[config.mk]
export PLATFORM = sky130hd
export DESIGN_NAME = mem_store_packer
export DESIGN_NICKNAME = d
export VERILOG_FILES = /design/src/rtl/mem_pkg.sv /design/src/rtl/mem_store_packer.sv
export SDC_FILE = /design/constraint.sdc
export NUM_CORES = 1
export LEC_CHECK = 0
export CAP_MARGIN = 20
export CORE_UTILIZATION = 40
export DETAILED_ROUTE_END_ITERATION = 10
export GPL_TIMING_DRIVEN = 1
export PLACE_DENSITY = 0.72
export SYNTH_ARGS = -nofsm -noshare
export SYNTH_HDL_FRONTEND = slang
export SYNTH_SLANG_ARGS = --single-unit
[constraint.sdc]
create_clock -name i_clk -period 2.5 [get_ports i_clk]
set_input_delay 0.25 -clock i_clk [delete_from_list [all_inputs] [get_ports i_clk]]
set_output_delay 0.25 -clock i_clk [all_outputs]
set_load 0.1 [all_outputs]
[src/rtl/mem_pkg.sv]
// rtl/mem_pkg.sv - shared types and sizing helpers for the vector memory store path
package mem_pkg;

    typedef enum logic [1:0] {
        IDLE,
        FILL,
        DONE
    } store_state_e;

    localparam int BLOCK_SIZE_DEFAULT = 5;

    // Width of the memory's write-size port; must hold the value BLOCK_SIZE itself.
    localparam int WR_SIZE_W = $clog2(BLOCK_SIZE_DEFAULT) + 1;

    function automatic int wr_size_w(input int block_size);
        return $clog2(block_size) + 1;
    endfunction

endpackage

[src/rtl/mem_store_packer.sv]
// rtl/mem_store_packer.sv - packs a store element stream into block writes for the vector memory
module mem_store_packer
    import mem_pkg::*;
#(
    parameter int SIZE       = 32,
    parameter int BLOCK_SIZE = 5,
    parameter int ADDR_SIZE  = 24,
    parameter int LEN_SIZE   = 16
) (
    input  logic                            i_clk,
    input  logic                            i_rst_n,
    input  logic                            i_req_valid,
    output logic                            o_req_ready,
    input  logic [ADDR_SIZE-1:0]            i_req_addr,
    input  logic [LEN_SIZE-1:0]             i_req_len,
    input  logic                            i_elem_valid,
    output logic                            o_elem_ready,
    input  logic [SIZE-1:0]                 i_elem_data,
    output logic [ADDR_SIZE-1:0]            o_addr_w,
    output logic [SIZE*BLOCK_SIZE-1:0]      o_data_w,
    output logic [$clog2(BLOCK_SIZE):0]     o_wr_size,
    output logic                            o_wr_en,
    output logic                            o_busy,
    output logic                            o_done
);

    localparam int WS_W = $clog2(BLOCK_SIZE) + 1;

    store_state_e               state_q, state_d;
    logic [ADDR_SIZE-1:0]       blk_addr_q, blk_addr_d;
    logic [LEN_SIZE-1:0]        rem_q, rem_d;
    logic [WS_W-1:0]            fill_q, fill_d;
    logic [SIZE-1:0]            pack_q [BLOCK_SIZE];
    logic [SIZE-1:0]            pack_d [BLOCK_SIZE];
    logic [SIZE-1:0]            pack_next [BLOCK_SIZE];

    logic [ADDR_SIZE-1:0]       addr_w_q, addr_w_d;
    logic [SIZE*BLOCK_SIZE-1:0] data_w_q, data_w_d;
    logic [WS_W-1:0]            wr_size_q, wr_size_d;
    logic                       wr_en_q, wr_en_d;

    logic                       req_last;
    logic                       blk_last;

    always_comb begin
        state_d      = state_q;
        blk_addr_d   = blk_addr_q;
        rem_d        = rem_q;
        fill_d       = fill_q;
        pack_d       = pack_q;
        addr_w_d     = addr_w_q;
        data_w_d     = data_w_q;
        wr_size_d    = wr_size_q;
        wr_en_d      = 1'b0;
        o_req_ready  = 1'b0;
        o_elem_ready = 1'b0;

        // Pack buffer as it would look with the incoming element placed in slot fill.
        pack_next = pack_q;
        for (int k = 0; k < BLOCK_SIZE; k++) begin
            if (WS_W'(k) == fill_q) begin
                pack_next[k] = i_elem_data;
            end
        end

        req_last = (rem_q == LEN_SIZE'(1));
        blk_last = (fill_q == WS_W'(BLOCK_SIZE - 1)) || req_last;

        case (state_q)
            IDLE: begin
                o_req_ready = 1'b1;
                if (i_req_valid) begin
                    blk_addr_d = i_req_addr;
                    rem_d      = i_req_len;
                    fill_d     = '0;
                    state_d    = (i_req_len == '0) ? DONE : FILL;
                end
            end
            FILL: begin
                o_elem_ready = 1'b1;
                if (i_elem_valid) begin
                    rem_d = rem_q - 1'b1;
                    if (blk_last) begin
                        // Unused slots are already zero: the buffer is cleared after every block.
                        wr_en_d   = 1'b1;
                        addr_w_d  = blk_addr_q;
                        wr_size_d = fill_q + 1'b1;
                        for (int k = 0; k < BLOCK_SIZE; k++) begin
                            data_w_d[(BLOCK_SIZE-k)*SIZE-1 -: SIZE] = pack_next[k];
                            pack_d[k] = '0;
                        end
                        fill_d     = '0;
                        blk_addr_d = blk_addr_q + ADDR_SIZE'(BLOCK_SIZE);
                        if (req_last) begin
                            state_d = DONE;
                        end
                    end else begin
                        pack_d = pack_next;
                        fill_d = fill_q + 1'b1;
                    end
                end
            end
            DONE: begin
                state_d = IDLE;
            end
            default: begin
                state_d = IDLE;
            end
        endcase
    end

    always_ff @(posedge i_clk or negedge i_rst_n) begin
        if (!i_rst_n) begin
            state_q    <= IDLE;
            blk_addr_q <= '0;
            rem_q      <= '0;
            fill_q     <= '0;
            for (int k = 0; k < BLOCK_SIZE; k++) begin
                pack_q[k] <= '0;
            end
            addr_w_q   <= '0;
            data_w_q   <= '0;
            wr_size_q  <= '0;
            wr_en_q    <= 1'b0;
        end else begin
            state_q    <= state_d;
            blk_addr_q <= blk_addr_d;
            rem_q      <= rem_d;
            fill_q     <= fill_d;
            pack_q     <= pack_d;
            addr_w_q   <= addr_w_d;
            data_w_q   <= data_w_d;
            wr_size_q  <= wr_size_d;
            wr_en_q    <= wr_en_d;
        end
    end

    assign o_addr_w  = addr_w_q;
    assign o_data_w  = data_w_q;
    assign o_wr_size = wr_size_q;
    assign o_wr_en   = wr_en_q;
    assign o_busy    = (state_q != IDLE);
    assign o_done    = (state_q == DONE);

endmodule

==> results.cfg, run 1 <==
[grt]
grt_pass1_vias = 13500
grt_pass1_wl_mm = 78.1
grt_usage = 0.223
grt_remaining_overflow = 0
grt_max_degree = 110
antenna_found_initial = 0

[floorplan]
start_util = 0.406
io_pins = 269
fp.dieW_um = 211
dieArea_um2 = 44600
die_h_um = 211
core_area_um2 = 43100
rows = 76

[logic_synthesis]
synth_edf_count = 0
syn-num-nets = 1637
ys_warn_count = 0
syn-cell-area_um2 = 17500
synth_area_leader_cell = dfrtp_1
async_flop_share = 1.00
synthCells = 1554
yosysTopAreaCellShare = 0.565
avgSynthCellArea_um2 = 11.3
synthAdderAreaFrac = 0.00500
synthSimpleGateAreaFrac = 0.0575
seq_area_frac_synth = 0.565
synth_mux_area_frac = 0.107
synth_xor_area_frac = 0.000500
synth.distinct_cells = 54
synth_top_flop_cell = dfrtp_1
synth_seq_cells = 395
synth_top_family_by_area = compound AO/OA/AOI/OAI gates
synth_compound_area_frac = 0.219
netlist_top_cells_area = dfrtp_1, o21ai_0, mux2i_1

[worst_setup_path]
path_class = reg -> reg
cp.required_ps = 2930
path_max_fanout = 74
cp-start-kind = flip-flop
cp.arrival_ps = 2830
critPathCaptureType = flip-flop
reg2regPathDepth = 7

[layout]
drive_above_1_share = 0.205
mostFrequentLayoutCells = dfrtp_1, o21ai_0, buf_4
fin_util = 0.508
final_cells = 2351
final_area_um2 = 21900
layout_commonest_cell = dfrtp_1
antenna_cells = 0
nets = 1821
n_fill_cell = 3790
area_growth_pct = 25.0

[clock_tree]
clkLatencyLatePin_ps = 560
clkSinkCount = 395
cts_buffers = 43
cts_buffer_depth = 3
cts.htree.levels = 2
clk_pin_slew_worst_paths_ps = 60
cts_tree = yes
root_buffer = clkbuf_16

[drt]
viasPerCell = 5.82
vias = 13700
ant_nets = 0
wire_per_inst_um = 21.4
drt_iter0_markers = 1239
routed_wl_mm = 50.4
drt_first_pass_iters = 5
drc = 0

[sta]
hold_viol_final = 0
tightest_slew_ps = 1090
fmax_mhz = 417
whs_ps = 174
finClkSkew_ps = 24.9
fin_crit_ps = 2400
relSlewSlack = 0.273
final-max-slew-violation-count = 0
period_share = 0.960
setup_viol = 0

[run_status]
status = completed

[placed_design]
place_congestion = 0.844
hpwl_mm = 30.9
portBuffers = 268
placedCellCount = 2272
post_dp_cell_area_um2 = 20300

[min_path]
hp-class = in -> async

[job]
max_cap_violations = 0
[synth_stat cells, types with 5 or more instances]
library cell / number
a211oi_1: 7
a21oi_1: 30
a22oi_1: 8
a2bb2oi_1: 10
a31oi_1: 11
a32o_1: 128
and2_1: 43
and3_1: 6
buf_1: 36
buf_2: 48
clkbuf_1: 91
dfrtp_1: 395
ha_1: 7
inv_1: 10
mux2_2: 23
mux2i_1: 160
nand2_1: 25
nand2b_1: 5
nand3_1: 11
nand4_1: 10
nor2_1: 24
nor3_1: 22
nor4_1: 7
o21ai_0: 348
o21ai_1: 19
o21ai_2: 5
o22ai_1: 13
[kinds of logic (layout without fill, tap and decap cells)]
kind of cell    count (synthesis)  count (layout)
xor+xnor                        1               1
compound gates                600             600
simple gates                  176             176
buf+inv                       191             403
fa+ha+maj                       7               7
mux                           184             184
flops                         395             395
[worst paths after layout]
path / from / slack, ps / to
worst max-delay path: rem_q[8] / 100 / pack_q[20]
worst min-delay path: i_rst_n / 170 / o_data_w[131]
worst max register to register: rem_q[8] / 100 / pack_q[20]
worst min register to register: pack_q[9] / 490 / pack_q[9]
max in group asynchronous: i_rst_n / 1480 / o_data_w[23]
min in group i_clk: i_req_addr[1] / 260 / blk_addr_q[1]
[through the flow]
step           setup WS (ps)  setup TNS, ps
2_1_floorplan           87.5              0
3_3_place_gp             221              0
3_5_place_dp             157              0
4_1_cts                  133              0
5_1_grt                -1.14          -1.14
6_report                99.3              0
[per-layer routing]
layer / up-vias / global-route usage / wire (µm)
met5: - / 0 / 0
met4: 0 / 0.0730 / 1270
met3: 76 / 0.0415 / 3230
met2: 458 / 0.345 / 23300
met1: 6976 / 0.316 / 22500
li1: 6164 / - / -
[what timing repair did]
| item | CTS | global route |
|---|---|---|
| endpoints found under the setup margin | 0 | 38 |
| buffers inserted | 0 | 2 |
| hold buffers | 1 | 0 |
| endpoints found under the hold margin | 41 | 0 |
| gates resized for setup | 0 | 1 |
[layout make-up]
type	instances	area, µm²	share of cell area
well taps	585	732	0.0334
clock inverters	14	195	0.00892
inverters	11	41.3	0.00189
clock buffers	59	1270	0.0580
repair buffers	319	2860	0.131
multi-input cells	968	6900	0.315
flip-flops and latches	395	9880	0.452
[worst max-delay path, stage by stage, from the launching register on]
cell	delay [ps]
dfrtp_1	440
nor4_4	420
nand2_2	190
o21ai_2	220
buf_12	190
nand2_8	200
buf_12	270
and2_1	220
[registers in the layout (all words and copies together), names as in the netlist]
register	flops
o_addr_w	24
rem_q	16
o_data_w	160
pack_q	160
blk_addr_q	24
o_wr_en	1
o_wr_size	4
fill_q	4
state_q	2
Power of run 1 is not shown: default switching activity piles up to over one toggle a cycle in this logic, so the estimate is an artifact.
==> inputs of run 2 (changes only) <==
Settings changed: CORE_UTILIZATION 40 to 54, CTS_CLUSTER_DIAMETER set to 80, PLACE_DENSITY 0.72 to 0.9, RECOVER_POWER set to 100.
==> run 2 against run 1 <==
Net effect: maximum frequency up 1.8%; routed wire length up 0.41%; register-to-register slack better by 40 ps; core utilization up 14 points; worst hold slack better by 110 ps; die area down 26%; final cell count down 8.0%; flip-flop and latch count unchanged; non-clock buffer count down 4; sequential share of layout area up 2.7 points; clock-buffer cell count down 3; first-iteration DRC count up 6.1%; largest cell class unchanged; highest routed layer unchanged.
==> results.cfg, run 2 (synthesis gave the netlist of run 1 again) <==
[sta]
final-max-slew-violation-count = 0
tightest_slew_ps = 1420
fin_crit_ps = 2360
hold_viol_final = 0
finClkSkew_ps = 14.0
setup_viol = 0
period_share = 0.943
fin_setup_tns_ps = 0
relSlewSlack = 0.0536
fmax_mhz = 424
rsz0062_at_grt = no

[floorplan]
io_pins = 269
fp.dieW_um = 182
core_area_um2 = 31700
start_util = 0.552
rows = 65
die_h_um = 182
dieArea_um2 = 33100

[layout]
area_growth_pct = 18.0
antenna_cells = 0
nets = 1815
drive_above_1_share = 0.0909
mostFrequentLayoutCells = dfrtp_1, o21ai_0, clkbuf_1
layout_commonest_cell = dfrtp_1
n_fill_cell = 2503

[worst_setup_path]
cp.required_ps = 2930
cp.buffers_inverters = 2
crit_chain = nor4_4 > nand2_2 > o21ai_2 > buf_12 > nand2_8 > clkbuf_16 > o21ai_0
crit_slowest_cell = dfrtp_1
worst_path_dominant_cell_family = simple AND/OR/NAND/NOR gates
path_max_fanout = 71
path_class = reg -> reg
cp-start-kind = flip-flop
cpPeakStageDelay_ps = 440
cp.arrival_ps = 2790
critPathCaptureType = flip-flop

[drt]
wl_met2_mm = 24.4
routed_wl_mm = 50.6
wire_per_inst_um = 23.4
drt_iter0_markers = 1315
wl_met1_mm = 20.5
top_layer = met4
drc = 0
vias = 14300
drt_first_pass_iters = 5
viasPerCell = 6.61
ant_nets = 0
met3_length_mm = 4.00

[grt]
grt_max_degree = 144
grt_pass1_vias = 14200
antenna_found_initial = 0
grt_remaining_overflow = 0
grt_usage = 0.300
grt_pass1_wl_mm = 78.9

[job]
max_cap_violations = 0

[min_path]
hp-class = in -> async

[clock_tree]
clkSinkCount = 395
cts_buffer_depth = 3
clk_pin_slew_worst_paths_ps = 60
cts_buffers = 41
root_buffer = clkbuf_16
cts_tree = yes
cts.htree.levels = 2
clkLatencyLatePin_ps = 530

[placed_design]
portBuffers = 268
place_congestion = 0.846
hpwl_mm = 30.6

[run_status]
status = completed
-- run 2: area by class of cell --
| class | instances | area, µm² | area share |
|---|---|---|---|
| repair buffers | 315 | 1940 | 0.0940 |
| clock buffers | 56 | 1170 | 0.0568 |
| well taps | 402 | 503 | 0.0244 |
| flip-flops and latches | 395 | 9890 | 0.479 |
| multi-input cells | 968 | 6900 | 0.334 |
| inverters | 11 | 41.3 | 0.00200 |
| clock inverters | 15 | 215 | 0.0104 |
-- run 2: final timing paths --
path                          startpoint            end  slack (ps)  cells after the start
hold / removal                   i_rst_n     pack_q[10]         280                      2
min in group i_clk         i_req_addr[1]  blk_addr_q[1]         300                      3
max in group asynchronous        i_rst_n     pack_q[26]         410                      3
setup / recovery                rem_q[8]  o_data_w[102]         140                      7
setup reg to reg                rem_q[8]  o_data_w[102]         140                      7
hold reg to reg               pack_q[10]     pack_q[10]         480                      1
-- run 2: per-layer routing --
metal  vias to the layer above  GRT usage
met5                         -          0
met3                       117     0.0523
met4                         0      0.108
met2                       785      0.494
met1                      7241      0.403
li1                       6155          -
-- run 2: metrics by stage --
step	setup WS (ps)	hold slack (ps)	instance area, µm²	utilization	std cells
global placement	281	274	20000	0.631	2086
floorplan	87.5	-45.6	17500	-	1554
finish	142	282	20700	0.651	2162
global route	16.4	312	20700	0.651	2162
detailed placement	81.3	277	20000	0.631	2086
CTS	34.7	297	21400	0.675	2158
-- run 2: repair_timing --
action / 4_1_cts / 5_1_grt
resized for setup: 0 / 6
buffers inserted: 0 / 2
hold buffers: 1 / 0
hold endpoints to repair: 66 / 0
setup endpoints to repair: 0 / 213
Power of run 2 is left out for the same reason.
